==> config.mk <==
export PLATFORM = sky130hd
export DESIGN_NAME = instr_fetch
export DESIGN_NICKNAME = d
export VERILOG_FILES = /design/src/rtl/instr_fetch.sv
export SDC_FILE = /design/constraint.sdc
export NUM_CORES = 1
export LEC_CHECK = 0
export ABC_AREA = 1
export CAP_MARGIN = 20
export CORE_MARGIN = 5
export CORE_UTILIZATION = 57
export DETAILED_ROUTE_END_ITERATION = 6
export GPL_TIMING_DRIVEN = 1
export PLACE_DENSITY = 0.87
export SLEW_MARGIN = 10
export SYNTH_ARGS = -nofsm -noshare
export SYNTH_HDL_FRONTEND = slang
export SYNTH_SLANG_ARGS = --single-unit
==> constraint.sdc <==
create_clock -name clk -period 4.3 [get_ports clk]
set_clock_uncertainty 0.2 [all_clocks]
set_input_delay 0.43 -clock clk [delete_from_list [all_inputs] [get_ports clk]]
set_output_delay 0.43 -clock clk [all_outputs]
set_load 0.02 [all_outputs]
==> src/rtl/instr_fetch.sv <==
// ----------------------------------------------------------------------------
// instr_fetch
//
// Front-end fetch stage. Holds the program counter and issues word reads to
// instruction memory over a req/gnt/rvalid interface. Returned words are
// tagged with their fetch PC and buffered in a small in-order FIFO whose head
// is presented to decode. A redirect (taken branch/jump) flushes the buffer,
// restarts fetch at the target and discards responses still in flight.
//
// Parameters
//   RESET_PC    first PC fetched after reset
//   FIFO_DEPTH  instruction buffer entries, also the outstanding-request
//               limit (power of 2, >= 2)
//
// Ports
//   clk, reset         rising-edge clock, synchronous active-high reset
//   imem_req_o         fetch request valid
//   imem_addr_o        fetch byte address (word aligned)
//   imem_gnt_i         request accepted this cycle
//   imem_rvalid_i      read data valid, in request order
//   imem_rdata_i       returned instruction word
//   redirect_i         restart fetch at redirect_pc_i
//   redirect_pc_i      redirect target (low two bits ignored)
//   stall_i            decode not accepting this cycle
//   instr_valid_o      buffer head valid
//   instr_o            buffer head instruction
//   instr_pc_o         PC of instr_o
//   instr_op_o         instr_o[31:26]
//   instr_funct_o      instr_o[5:0]
// ----------------------------------------------------------------------------
module instr_fetch #(
  parameter logic [31:0] RESET_PC   = 32'h0000_0000,
  parameter int          FIFO_DEPTH = 2
) (
  input  logic        clk,
  input  logic        reset,
  output logic        imem_req_o,
  output logic [31:0] imem_addr_o,
  input  logic        imem_gnt_i,
  input  logic        imem_rvalid_i,
  input  logic [31:0] imem_rdata_i,
  input  logic        redirect_i,
  input  logic [31:0] redirect_pc_i,
  input  logic        stall_i,
  output logic        instr_valid_o,
  output logic [31:0] instr_o,
  output logic [31:0] instr_pc_o,
  output logic [5:0]  instr_op_o,
  output logic [5:0]  instr_funct_o
);

  localparam int AW = $clog2(FIFO_DEPTH);
  localparam int CW = AW + 1;

  localparam logic [AW-1:0] PTR_ONE      = AW'(1'b1);
  localparam logic [CW-1:0] CNT_ONE      = CW'(1'b1);
  localparam logic [CW-1:0] CNT_ZERO     = {CW{1'b0}};
  localparam logic [CW:0]   CREDIT_LIMIT = (CW + 1)'(FIFO_DEPTH);

  typedef enum logic [1:0] {
    S_BOOT  = 2'b00,
    S_FETCH = 2'b01,
    S_FLUSH = 2'b10
  } state_e;

  state_e        state_q, state_d;
  logic [31:0]   pc_q, pc_d;
  logic [CW-1:0] out_cnt_q, out_cnt_d;
  logic [CW-1:0] drop_cnt_q, drop_cnt_d;

  // PC tags of requests in flight, popped in order as responses return
  logic [31:0]   tag_mem_q [FIFO_DEPTH];
  logic [AW-1:0] tag_wr_q, tag_wr_d;
  logic [AW-1:0] tag_rd_q, tag_rd_d;

  // Instruction buffer
  logic [31:0]   fifo_data_q [FIFO_DEPTH];
  logic [31:0]   fifo_pc_q   [FIFO_DEPTH];
  logic [AW-1:0] fifo_wr_q, fifo_wr_d;
  logic [AW-1:0] fifo_rd_q, fifo_rd_d;
  logic [CW-1:0] fifo_cnt_q, fifo_cnt_d;

  logic credit_ok_s;
  logic gnt_acc_s;
  logic rsp_s;
  logic drop_s;
  logic push_s;
  logic pop_s;

  // Buffer head is presented straight from the storage registers
  assign instr_valid_o = (fifo_cnt_q != CNT_ZERO);
  assign instr_o       = fifo_data_q[fifo_rd_q];
  assign instr_pc_o    = fifo_pc_q[fifo_rd_q];
  assign instr_op_o    = instr_o[31:26];
  assign instr_funct_o = instr_o[5:0];
  assign imem_addr_o   = pc_q;

  // Request issue and per-cycle event qualifiers
  always_comb begin
    // Buffered plus in-flight words may never exceed the buffer size, so
    // every response that is kept always has a free slot.
    credit_ok_s = (({1'b0, fifo_cnt_q} + {1'b0, out_cnt_q}) < CREDIT_LIMIT);
    imem_req_o  = (state_q == S_FETCH) && !redirect_i && credit_ok_s;
    gnt_acc_s   = imem_req_o && imem_gnt_i;
    // A response with nothing outstanding is a protocol error; ignore it
    rsp_s       = imem_rvalid_i && (out_cnt_q != CNT_ZERO);
    drop_s      = rsp_s && (drop_cnt_q != CNT_ZERO);
    push_s      = rsp_s && !redirect_i && (drop_cnt_q == CNT_ZERO);
    pop_s       = instr_valid_o && !stall_i && !redirect_i;
  end

  // PC, outstanding-request and stale-response counters
  always_comb begin
    pc_d       = pc_q;
    out_cnt_d  = out_cnt_q;
    drop_cnt_d = drop_cnt_q;
    tag_wr_d   = tag_wr_q;
    tag_rd_d   = tag_rd_q;

    if (redirect_i) begin
      pc_d = redirect_pc_i & 32'hFFFF_FFFC;
    end else if (gnt_acc_s) begin
      pc_d = pc_q + 32'h0000_0004;
    end else begin
      pc_d = pc_q;
    end

    if (gnt_acc_s && !rsp_s) begin
      out_cnt_d = out_cnt_q + CNT_ONE;
    end else if (!gnt_acc_s && rsp_s) begin
      out_cnt_d = out_cnt_q - CNT_ONE;
    end else begin
      out_cnt_d = out_cnt_q;
    end

    // Everything still in flight after a redirect belongs to the old path
    if (redirect_i) begin
      drop_cnt_d = out_cnt_d;
    end else if (drop_s) begin
      drop_cnt_d = drop_cnt_q - CNT_ONE;
    end else begin
      drop_cnt_d = drop_cnt_q;
    end

    if (gnt_acc_s) begin
      tag_wr_d = tag_wr_q + PTR_ONE;
    end else begin
      tag_wr_d = tag_wr_q;
    end

    // Tags are consumed for dropped responses too, keeping the queue aligned
    if (rsp_s) begin
      tag_rd_d = tag_rd_q + PTR_ONE;
    end else begin
      tag_rd_d = tag_rd_q;
    end
  end

  // Instruction buffer pointers and occupancy
  always_comb begin
    fifo_wr_d  = fifo_wr_q;
    fifo_rd_d  = fifo_rd_q;
    fifo_cnt_d = fifo_cnt_q;

    if (redirect_i) begin
      // Flush: the write pointer snaps back to the read pointer
      fifo_wr_d  = fifo_rd_q;
      fifo_rd_d  = fifo_rd_q;
      fifo_cnt_d = CNT_ZERO;
    end else begin
      if (push_s) begin
        fifo_wr_d = fifo_wr_q + PTR_ONE;
      end else begin
        fifo_wr_d = fifo_wr_q;
      end

      if (pop_s) begin
        fifo_rd_d = fifo_rd_q + PTR_ONE;
      end else begin
        fifo_rd_d = fifo_rd_q;
      end

      case ({push_s, pop_s})
        2'b10:   fifo_cnt_d = fifo_cnt_q + CNT_ONE;
        2'b01:   fifo_cnt_d = fifo_cnt_q - CNT_ONE;
        default: fifo_cnt_d = fifo_cnt_q;
      endcase
    end
  end

  // Fetch FSM next-state
  always_comb begin
    state_d = state_q;
    case (state_q)
      S_BOOT: begin
        state_d = S_FETCH;
      end
      S_FETCH: begin
        if (redirect_i && (drop_cnt_d != CNT_ZERO)) begin
          state_d = S_FLUSH;
        end else begin
          state_d = S_FETCH;
        end
      end
      S_FLUSH: begin
        // drop_cnt_d already reflects a re-redirect inside FLUSH
        if (drop_cnt_d == CNT_ZERO) begin
          state_d = S_FETCH;
        end else begin
          state_d = S_FLUSH;
        end
      end
      default: begin
        state_d = S_BOOT;
      end
    endcase
  end

  // Control state registers
  always_ff @(posedge clk) begin
    if (reset) begin
      state_q    <= S_BOOT;
      pc_q       <= RESET_PC;
      out_cnt_q  <= CNT_ZERO;
      drop_cnt_q <= CNT_ZERO;
      tag_wr_q   <= {AW{1'b0}};
      tag_rd_q   <= {AW{1'b0}};
      fifo_wr_q  <= {AW{1'b0}};
      fifo_rd_q  <= {AW{1'b0}};
      fifo_cnt_q <= CNT_ZERO;
    end else begin
      state_q    <= state_d;
      pc_q       <= pc_d;
      out_cnt_q  <= out_cnt_d;
      drop_cnt_q <= drop_cnt_d;
      tag_wr_q   <= tag_wr_d;
      tag_rd_q   <= tag_rd_d;
      fifo_wr_q  <= fifo_wr_d;
      fifo_rd_q  <= fifo_rd_d;
      fifo_cnt_q <= fifo_cnt_d;
    end
  end

  // Tag and instruction storage; reset so the idle head reads 0 / RESET_PC
  always_ff @(posedge clk) begin
    if (reset) begin
      tag_mem_q   <= '{default: RESET_PC};
      fifo_data_q <= '{default: 32'h0000_0000};
      fifo_pc_q   <= '{default: RESET_PC};
    end else begin
      if (gnt_acc_s) begin
        tag_mem_q[tag_wr_q] <= pc_q;
      end
      if (push_s) begin
        fifo_data_q[fifo_wr_q] <= imem_rdata_i;
        fifo_pc_q[fifo_wr_q]   <= tag_mem_q[tag_rd_q];
      end
    end
  end

endmodule

Word-level counts from Yosys, hierarchy flattened
Index checks and enable logic that the tools add are counted.

Register bits: 236.

Reduce and logical (&&, ||, !) cells: 30. $lt $le $gt $ge: 7. Bitwise gates (word level): 5. Equal/unequal tests: 4. Add/subtract/negate cells: 11. Mux-type cells: 28.

Operators by type and width (count): 2-to-1 mux 32 bit (13); bitwise mux 64 bit (3); demux 32 bit (select 1 bit) (2); adder 32 x 3 -> 32 bit, second input constant (1); logical AND 1 bit (14); nonzero test 2 bit (7); 2-to-1 mux 2 bit (6); >= comparator 2 bit, second input constant (4); NOT 1 -> 2 bit (4); zero test 2 bit (3); one-hot mux 2 bit (3 select lines) (1); subtractor 2 x 1 -> 2 bit, second input constant (3); adder 1 bit, second input constant (4); adder 2 x 1 -> 2 bit, second input constant (2); == test 2 x 1 -> 1 bit, second input constant (2); == test 2 bit, second input constant (2); zero test 1 bit (4); less-than comparator 2 x 1 -> 1 bit, second input constant (2); one-hot mux 2 bit (2 select lines) (1); adder 2 x 2 -> 3 bit (1); less-than comparator 3 x 2 -> 1 bit, second input constant (1); 2-to-1 mux 1 bit (2); AND reduction 2 bit (1); OR reduction 2 bit (1); NOT 1 bit (1).

Depth between registers and ports, before layout
Gate-level depths: netlist (run 1).

Depth after elaboration: 13. Depth in mapped cells: 15.

Worst setup path before layout (run 1)
Ideal clock, no wire load.

Kind: reg2out. Start point: register fifo_cnt_q[0]. End point: output imem_req_o. Path buffers: 0. Stages on the path, launching flop included: 5. Slack: 2027 ps. Data arrival time: 1643 ps. Cells stage by stage: dfxtp_1 nand2_1 inv_1 fa_1 nor4_1.

Longest elaborated chain between the ends: 3.

RTL lines: start, declared (RTL line 81) `logic [CW-1:0] fifo_cnt_q, fifo_cnt_d;`; start signal, assigned (RTL line 240) `fifo_cnt_q <= fifo_cnt_d;`; adder 2 x 2 -> 3 bit (RTL line 102) `credit_ok_s = (({1'b0, fifo_cnt_q} + {1'b0, out_cnt_q}) < CREDIT_LIMIT);`; less-than comparator 3 x 2 -> 1 bit (RTL line 102); logical AND 1 bit (RTL line 103) `imem_req_o = (state_q == S_FETCH) && !redirect_i && credit_ok_s;`; end, declared (RTL line 37) `output logic imem_req_o,`.

Every way passes these cells.

Final worst setup path (run 1)
Start point: register fifo_cnt_q[0]. End point: register pc_q[9] (netlist: imem_addr_o[9]).

Longest elaborated chain between the ends: 5.

RTL lines: adder 2 x 2 -> 3 bit (RTL line 102); less-than comparator 3 x 2 -> 1 bit (RTL line 102); logical AND 1 bit (RTL line 103); logical AND 1 bit (RTL line 104) `gnt_acc_s = imem_req_o && imem_gnt_i;`; nonzero test 2 bit (no line); end signal, assigned (RTL line 233) `pc_q <= pc_d;`; end, declared (RTL line 67) `logic [31:0] pc_q, pc_d;`.

Every way passes these cells. A chain may end at the register's enable or synchronous reset.

==> results.py, run 1 <==
metrics = {
    "pwr": {
        "max-vdd-ir-drop_v": 0.000321,
        "cellPowerDensity_nw_per_um2": 439,
        "p_leak_nw": 4.52,
    },
    "cts": {
        "hold_buffers": 0,
        "cts_root_buf": "clkbuf_16",
        "htree_levels": 1,
        "cts_inserted_buffers": 23,
        "cts.path.max_buffers": 3,
        "cts_tree": "done",
        "clkLatencyLatePin_ns": 0.50,
        "cts-resized-gates": 0,
        "clkTransAtPathRegs_ns": 0.06,
        "clock-sinks": 226,
        "cts_setup_buffers": 0,
    },
    "worst_setup_path": {
        "cp_cell_sequence": "nand2_1 > inv_1 > fa_1 > inv_1 > nand4_1 > clkinv_1 > a221oi_1 > nor2_1",
        "crit_type": "reg2reg",
        "end_kind": "flip-flop",
        "crit_fanout": 28,
        "crit_top_cell": "inv_1",
        "critical_path_required_ns": 4.45,
        "cp_num_buf_inv": 3,
        "crit_family": "buffers and inverters",
        "arrival_ns": 3.36,
        "cpPeakStageDelay_ns": 0.77,
        "critPathSlowestCell": "clkinv_1",
        "start_kind": "flip-flop",
    },
    "grt": {
        "grt_pass1_wl_um": 43900,
        "grt_util_all_layers_pct": 25.7,
        "antenna_found_initial": 0,
        "grt_pass1_vias": 9005,
        "grt_max_degree": 129,
        "grt_overflow_total": 0,
    },
    "finish": {
        "fillers": 1363,
        "fin_area_um2": 12300,
        "syn2layout_area_growth_pct": 23.8,
        "drive_gt1_share_pct": 4.19,
        "nets": 1588,
        "diodes": 0,
        "finalNonFillerCells": 1753,
    },
    "routing": {
        "drtAntennaViolNets": 0,
        "dr_total_vias": 9779,
        "drt-total-wl_um": 26900,
        "firstDrtPassIters": 6,
        "drt_iter0_drc": 872,
        "drc": 0,
        "via_per_inst": 5.58,
        "wire_per_inst_um": 15.4,
    },
    "timing": {
        "finalSetupViolations": 0,
        "period_minus_slack_ns": 3.21,
        "rsz0062_at_grt": "no",
        "fmax_mhz": 312,
        "worst_pin_slew_ns": 1.12,
        "slew_headroom_pct": 25.5,
        "setup_tns_ns": 0,
        "hold_violations": 0,
        "fin_crit_sh_pct": 74.6,
        "drv_slew": 0,
    },
    "place": {
        "gp_congestion": 0.889,
        "numPortBuffers": 173,
        "place_area_um2": 11600,
        "place_inst": 1713,
        "hpwlAfterDp_um": 17000,
    },
    "status": {
        "status": "finished clean",
    },
    "floorplanning": {
        "initial_core_util_pct": 57.9,
        "design.die.area_um2": 20200,
        "die_x_um": 142,
        "rows": 48,
        "core_um2": 17200,
        "ios": 180,
        "die_h_um": 142,
    },
    "yosys": {
        "syn_inst": 1415,
        "avgSynthCellArea_um2": 7.05,
        "yosysWarnings": 0,
        "synth_cell_types": 32,
        "synth-seq-cells": 226,
        "syn_area_um2": 9970,
        "ys_seq_area_share_pct": 45.4,
    },
    "flow_run": {
        "maxCapViolations": 0,
    },
    "hold_path": {
        "min_path_type": "reg2reg",
    },
}
[layout make-up]
class	count	area, um^2	area share [%]
Sequential cell	226	4530	36.7
Tap cell	225	282	2.28
Timing Repair Buffer	186	1840	14.9
Clock buffer	32	669	5.42
Clock inverter	8	68.8	0.557
Multi-Input combinational cell	956	4510	36.5
Inverter	120	450	3.65
[worst register-to-register path, delay by kind of cell (launching register included)]
kind | cells | cell delay, ns
AO/OA/AOI/OAI | 1 | 0.60
adder cells (fa/ha/maj) | 1 | 0.55
buffers and inverters | 3 | 0.88
flip-flops | 1 | 0.35
AND/OR/NAND/NOR | 3 | 0.48
[layer usage]
metal,GRT usage [%],routed length (um),vias up
li1,-,-,4821
met1,36.9,11800,4471
met2,39.5,12000,425
met3,4.20,2370,62
met4,8.84,721,0
met5,0,0,-
[Yosys cell counts]
library cell,instances,share of area (%)
o21ai_0,207,10
dfxtp_1,226,45
nor3_1,15,0.75
nand4_1,9,0.56
nor3_4,1,0.16
inv_1,117,4.4
o21bai_1,1,0.075
nand3b_1,1,0.075
xor2_1,21,1.8
ha_1,4,0.50
or2_1,1,0.063
or2_2,1,0.063
buf_1,1,0.038
nor2_1,65,2.4
nand2_2,1,0.063
clkinv_1,1,0.038
nor3_2,1,0.10
clkbuf_1,87,3.3
xnor2_1,3,0.26
a31oi_1,15,0.94
nor4_1,2,0.13
buf_4,16,1.2
nand2_1,321,12
conb_1,1,0.038
nor3b_1,2,0.15
a221oi_1,1,0.088
o211ai_1,1,0.075
inv_2,2,0.075
fa_1,1,0.20
a21oi_1,199,10
buf_2,12,0.60
nand3_1,79,4.0
[logic make-up (layout without fill, tap and decap cells)]
family / count (synthesis) / in the layout / synth area share, %
XOR/XNOR: 24 / 24 / 2.11
adder cells (fa/ha/maj): 5 / 5 / 0.702
other: 1 / 4 / 0.0376
flip-flops: 226 / 226 / 45.4
AO/OA/AOI/OAI: 424 / 424 / 21.6
buffers and inverters: 236 / 346 / 9.63
AND/OR/NAND/NOR: 499 / 499 / 20.6
[sequential cells by signal, indices dropped and copies added, names as in the netlist, 2 cells and up]
| signal | flops |
|---|---|
| fifo_data_q | 64 |
| fifo_pc_q | 60 |
| tag_mem_q | 60 |
| imem_addr_o | 30 |
| drop_cnt_q | 2 |
| fifo_cnt_q | 2 |
| out_cnt_q | 2 |
| state_q | 2 |
[worst paths after layout]
path | startpoint | end | slack [ns] | cells after the start
worst max-delay path | fifo_cnt_q[0]$_SDFFE_PP0P_ | imem_addr_o[9]$_SDFFE_PP0P_ | 1.09 | 8
worst min-delay path | fifo_pc_q[57]$_SDFFE_PP0P_ | fifo_pc_q[57]$_SDFFE_PP0P_ | 0.25 | 2
worst max register to register | fifo_cnt_q[0]$_SDFFE_PP0P_ | imem_addr_o[9]$_SDFFE_PP0P_ | 1.09 | 8
worst min register to register | fifo_pc_q[57]$_SDFFE_PP0P_ | fifo_pc_q[57]$_SDFFE_PP0P_ | 0.25 | 2
[cells in the final DEF (no fill, tap or decap), types with 3 or more instances in the layout]
master	instances
nand2_1	320
clkbuf_1	3
a21oi_1	199
o21ai_0	207
inv_2	3
ha_1	4
nand4_1	9
clkbuf_8	6
nor2_1	63
conb_1	4
buf_4	12
xnor2_1	3
clkdlybuf4s50_1	172
xor2_1	21
dfxtp_1	224
clkinv_2	5
nor3_1	15
clkbuf_16	23
nand3_1	79
inv_1	116
a31oi_1	15
[report_power, final]
group,switching (mW),total (mW),internal (mW)
Sequential,0.0858,2.34,2.25
Clock,0.813,1.96,1.14
Combinational,0.702,1.13,0.427
[metrics by stage]
stage               power [mW]  hold WS (ns)  setup slack (ns)  utilization, %
global route              5.67         0.263             0.958            71.6
global placement          3.46         0.233              1.17            67.3
detailed placement        3.50         0.239              1.11            67.3
floorplan                 3.06         0.224              2.03               -
finish                    5.42         0.246              1.09            71.6
CTS                       5.43         0.248              1.13            71.6
(Power assumes the default switching activity.)
==> run 2, diff against run 1 <==
--- a/config.mk
+++ b/config.mk
@@ -8,10 +8,10 @@
 export ABC_AREA = 1
 export CAP_MARGIN = 20
 export CORE_MARGIN = 5
-export CORE_UTILIZATION = 57
+export CORE_UTILIZATION = 48
 export DETAILED_ROUTE_END_ITERATION = 6
 export GPL_TIMING_DRIVEN = 1
-export PLACE_DENSITY = 0.87
+export PLACE_DENSITY = 0.78
 export SLEW_MARGIN = 10
 export SYNTH_ARGS = -nofsm -noshare
 export SYNTH_HDL_FRONTEND = slang
==> constraint.sdc (replaced) <==
create_clock -name clk -period 2.6 [get_ports clk]
set_clock_uncertainty 0.2 [all_clocks]
set_input_delay 0.26 -clock clk [delete_from_list [all_inputs] [get_ports clk]]
set_output_delay 0.26 -clock clk [all_outputs]
set_load 0.02 [all_outputs]
==> run 2 against run 1 <==
Against the previous run: die area up 17%; cell count up 4.1%; total power grew 71%; via count fell by 2.2%; global-route usage shrank 4.3 points; critical path type is now reg2out; critical endpoint is now instr_pc_o[14]; highest routed layer unchanged.
==> results.py, run 2 (same netlist as run 1, synthesis figures left out) <==
metrics = {
    "floorplanning": {
        "rows": 52,
        "design.die.area_um2": 23800,
        "initial_core_util_pct": 49.0,
        "core_um2": 20400,
        "ios": 180,
        "die_h_um": 154,
        "die_x_um": 154,
    },
    "worst_setup_path": {
        "crit_fanout": 29,
        "critPathSlowestCell": "clkdlybuf4s50_1",
        "arrival_ns": 2.06,
        "end_kind": "primary output",
        "cpPeakStageDelay_ns": 0.70,
        "cp_cell_sequence": "buf_12 > o21ai_0 > clkdlybuf4s50_1",
        "critical_path_required_ns": 2.14,
        "crit_type": "reg2out",
        "start_kind": "flip-flop",
    },
    "routing": {
        "drt_iter0_drc": 812,
        "wire_per_inst_um": 14.7,
        "dr_total_vias": 9567,
        "drtAntennaViolNets": 0,
        "firstDrtPassIters": 5,
        "via_per_inst": 5.24,
        "drc": 0,
        "drt-total-wl_um": 26900,
    },
    "grt": {
        "antenna_found_initial": 0,
        "grt_pass1_vias": 8571,
        "grt_overflow_total": 0,
        "grt_pass1_wl_um": 43600,
        "grt_util_all_layers_pct": 21.4,
        "grt_max_degree": 97,
    },
    "finish": {
        "layout_commonest_cell": "nand2_1",
        "mostFrequentLayoutCells": "nand2_1 (319), dfxtp_1 (224), o21ai_0 (206)",
        "largest_reg_flops": 64,
        "reg.largest.list": "fifo_data_q (64), fifo_pc_q (60), tag_mem_q (60)",
        "top_register": "fifo_data_q",
        "diodes": 0,
        "fin_area_um2": 12800,
        "syn2layout_area_growth_pct": 28.3,
        "nets": 1612,
        "drive_gt1_share_pct": 5.79,
        "post-route-util_pct": 62.9,
    },
    "cts": {
        "clock-sinks": 226,
        "clkLatencyLatePin_ns": 0.50,
        "cts_root_buf": "clkbuf_16",
        "cts.path.max_buffers": 3,
        "cts_inserted_buffers": 24,
        "htree_levels": 1,
        "cts_tree": "done",
        "clkTransAtPathRegs_ns": 0.06,
    },
    "timing": {
        "drv_slew": 0,
        "rsz0062_at_grt": "yes",
        "period_minus_slack_ns": 2.52,
        "fmax_mhz": 397,
        "fin_crit_sh_pct": 96.8,
        "finalSetupViolations": 0,
        "hold_violations": 0,
    },
    "place": {
        "gp_congestion": 0.931,
        "place_area_um2": 11900,
        "hpwlAfterDp_um": 17500,
        "numPortBuffers": 173,
    },
    "hold_path": {
        "min_path_type": "in2reg",
    },
    "pwr": {
        "p_switching_mw": 2.64,
        "internal-power_mw": 6.64,
        "cellPowerDensity_nw_per_um2": 725,
        "p_seq_share_pct": 41.5,
        "p_leak_nw": 4.87,
        "power_frac_clock_pct": 37.8,
        "swShare_pct": 28.5,
        "comb_power_share_pct": 20.7,
        "max-vdd-ir-drop_v": 0.000430,
    },
    "status": {
        "status": "finished clean",
    },
    "flow_run": {
        "maxCapViolations": 0,
    },
}
## run 2: cell count changes in the layout (fill, tap and decap cells not counted), sizes merged
cell | before | now
bufinv | 1 | 3
clkinv | 6 | 7
buf | 14 | 36
clkbuf | 32 | 35
clkdlybuf4s50 | 172 | 158
inv | 120 | 119
dlymetal6s2s | 0 | 7
dlygate4sd2 | 0 | 6
dlygate4sd3 | 0 | 1
## run 2: cell type report
cell class	instances	area, um^2
clock inverters	10	128
multi-input cells	956	4520
inverters	120	450
flip-flops and latches	226	4530
clock buffers	34	699
repair buffers	209	2140
well taps	270	338
fillers	1794	7560
## run 2: worst paths after layout
check / from / end / slack [ns] / cells past startpoint
max: fifo_rd_q$_SDFFE_PP0P_ / instr_pc_o[14] / 0.08 / 3
min reg2reg: fifo_data_q[57]$_SDFFE_PP0P_ / fifo_data_q[57]$_SDFFE_PP0P_ / 0.24 / 2
min: redirect_pc_i[13] / imem_addr_o[13]$_SDFFE_PP0P_ / 0.13 / 3
max reg2reg: out_cnt_q[0]$_SDFF_PP0_ / tag_mem_q[57]$_SDFFE_PP0P_ / 0.16 / 10
## run 2: metrics by stage
stage / setup WS, ns / std cells / power, mW / setup TNS, ns / hold WS [ns]
6_report: 0.0827 / 1825 / 9.28 / 0 / 0.131
5_1_grt: -0.0149 / 1825 / 9.72 / -0.0337 / 0.147
4_1_cts: 0.000849 / 1825 / 9.35 / 0 / 0.113
3_5_place_dp: 0.174 / 1778 / 5.85 / 0 / 0.237
3_3_place_gp: 0.245 / 1778 / 5.80 / 0 / 0.231
2_1_floorplan: 0.359 / 1418 / 5.07 / 0 / 0.209
## run 2: repair_timing
action                                 4_1_cts  5_1_grt
resized for setup                            7       14
setup endpoints to repair                   41       19
setup buffers                                2        0
endpoints found under the hold margin        6        0
hold buffers                                 1        0
## run 2: power by group through the flow
stage               Clock (mW)  Combinational [mW]  Sequential [mW]
floorplan                    0                1.13             3.93
finish                    3.51                1.92             3.85
global placement             0                1.89             3.91
global route              3.74                2.11             3.87
detailed placement           0                1.92             3.92
CTS                       3.57                1.93             3.85
## run 2: critical path, delay by kind of cell, from the launching register on
kind	cells	cell delay, ns
AO/OA/AOI/OAI	1	0.27
buffers and inverters	2	0.88
flip-flops	1	0.41
## run 2: per-layer routing
layer  share of wire [%]  vias up  GRT usage (%)
met5                   0        -              0
li1                    -     4861              -
met2                  45      345           33.2
met1                  47     4327           31.7
met3                 6.8       34           2.87
met4                 1.6        0           4.84
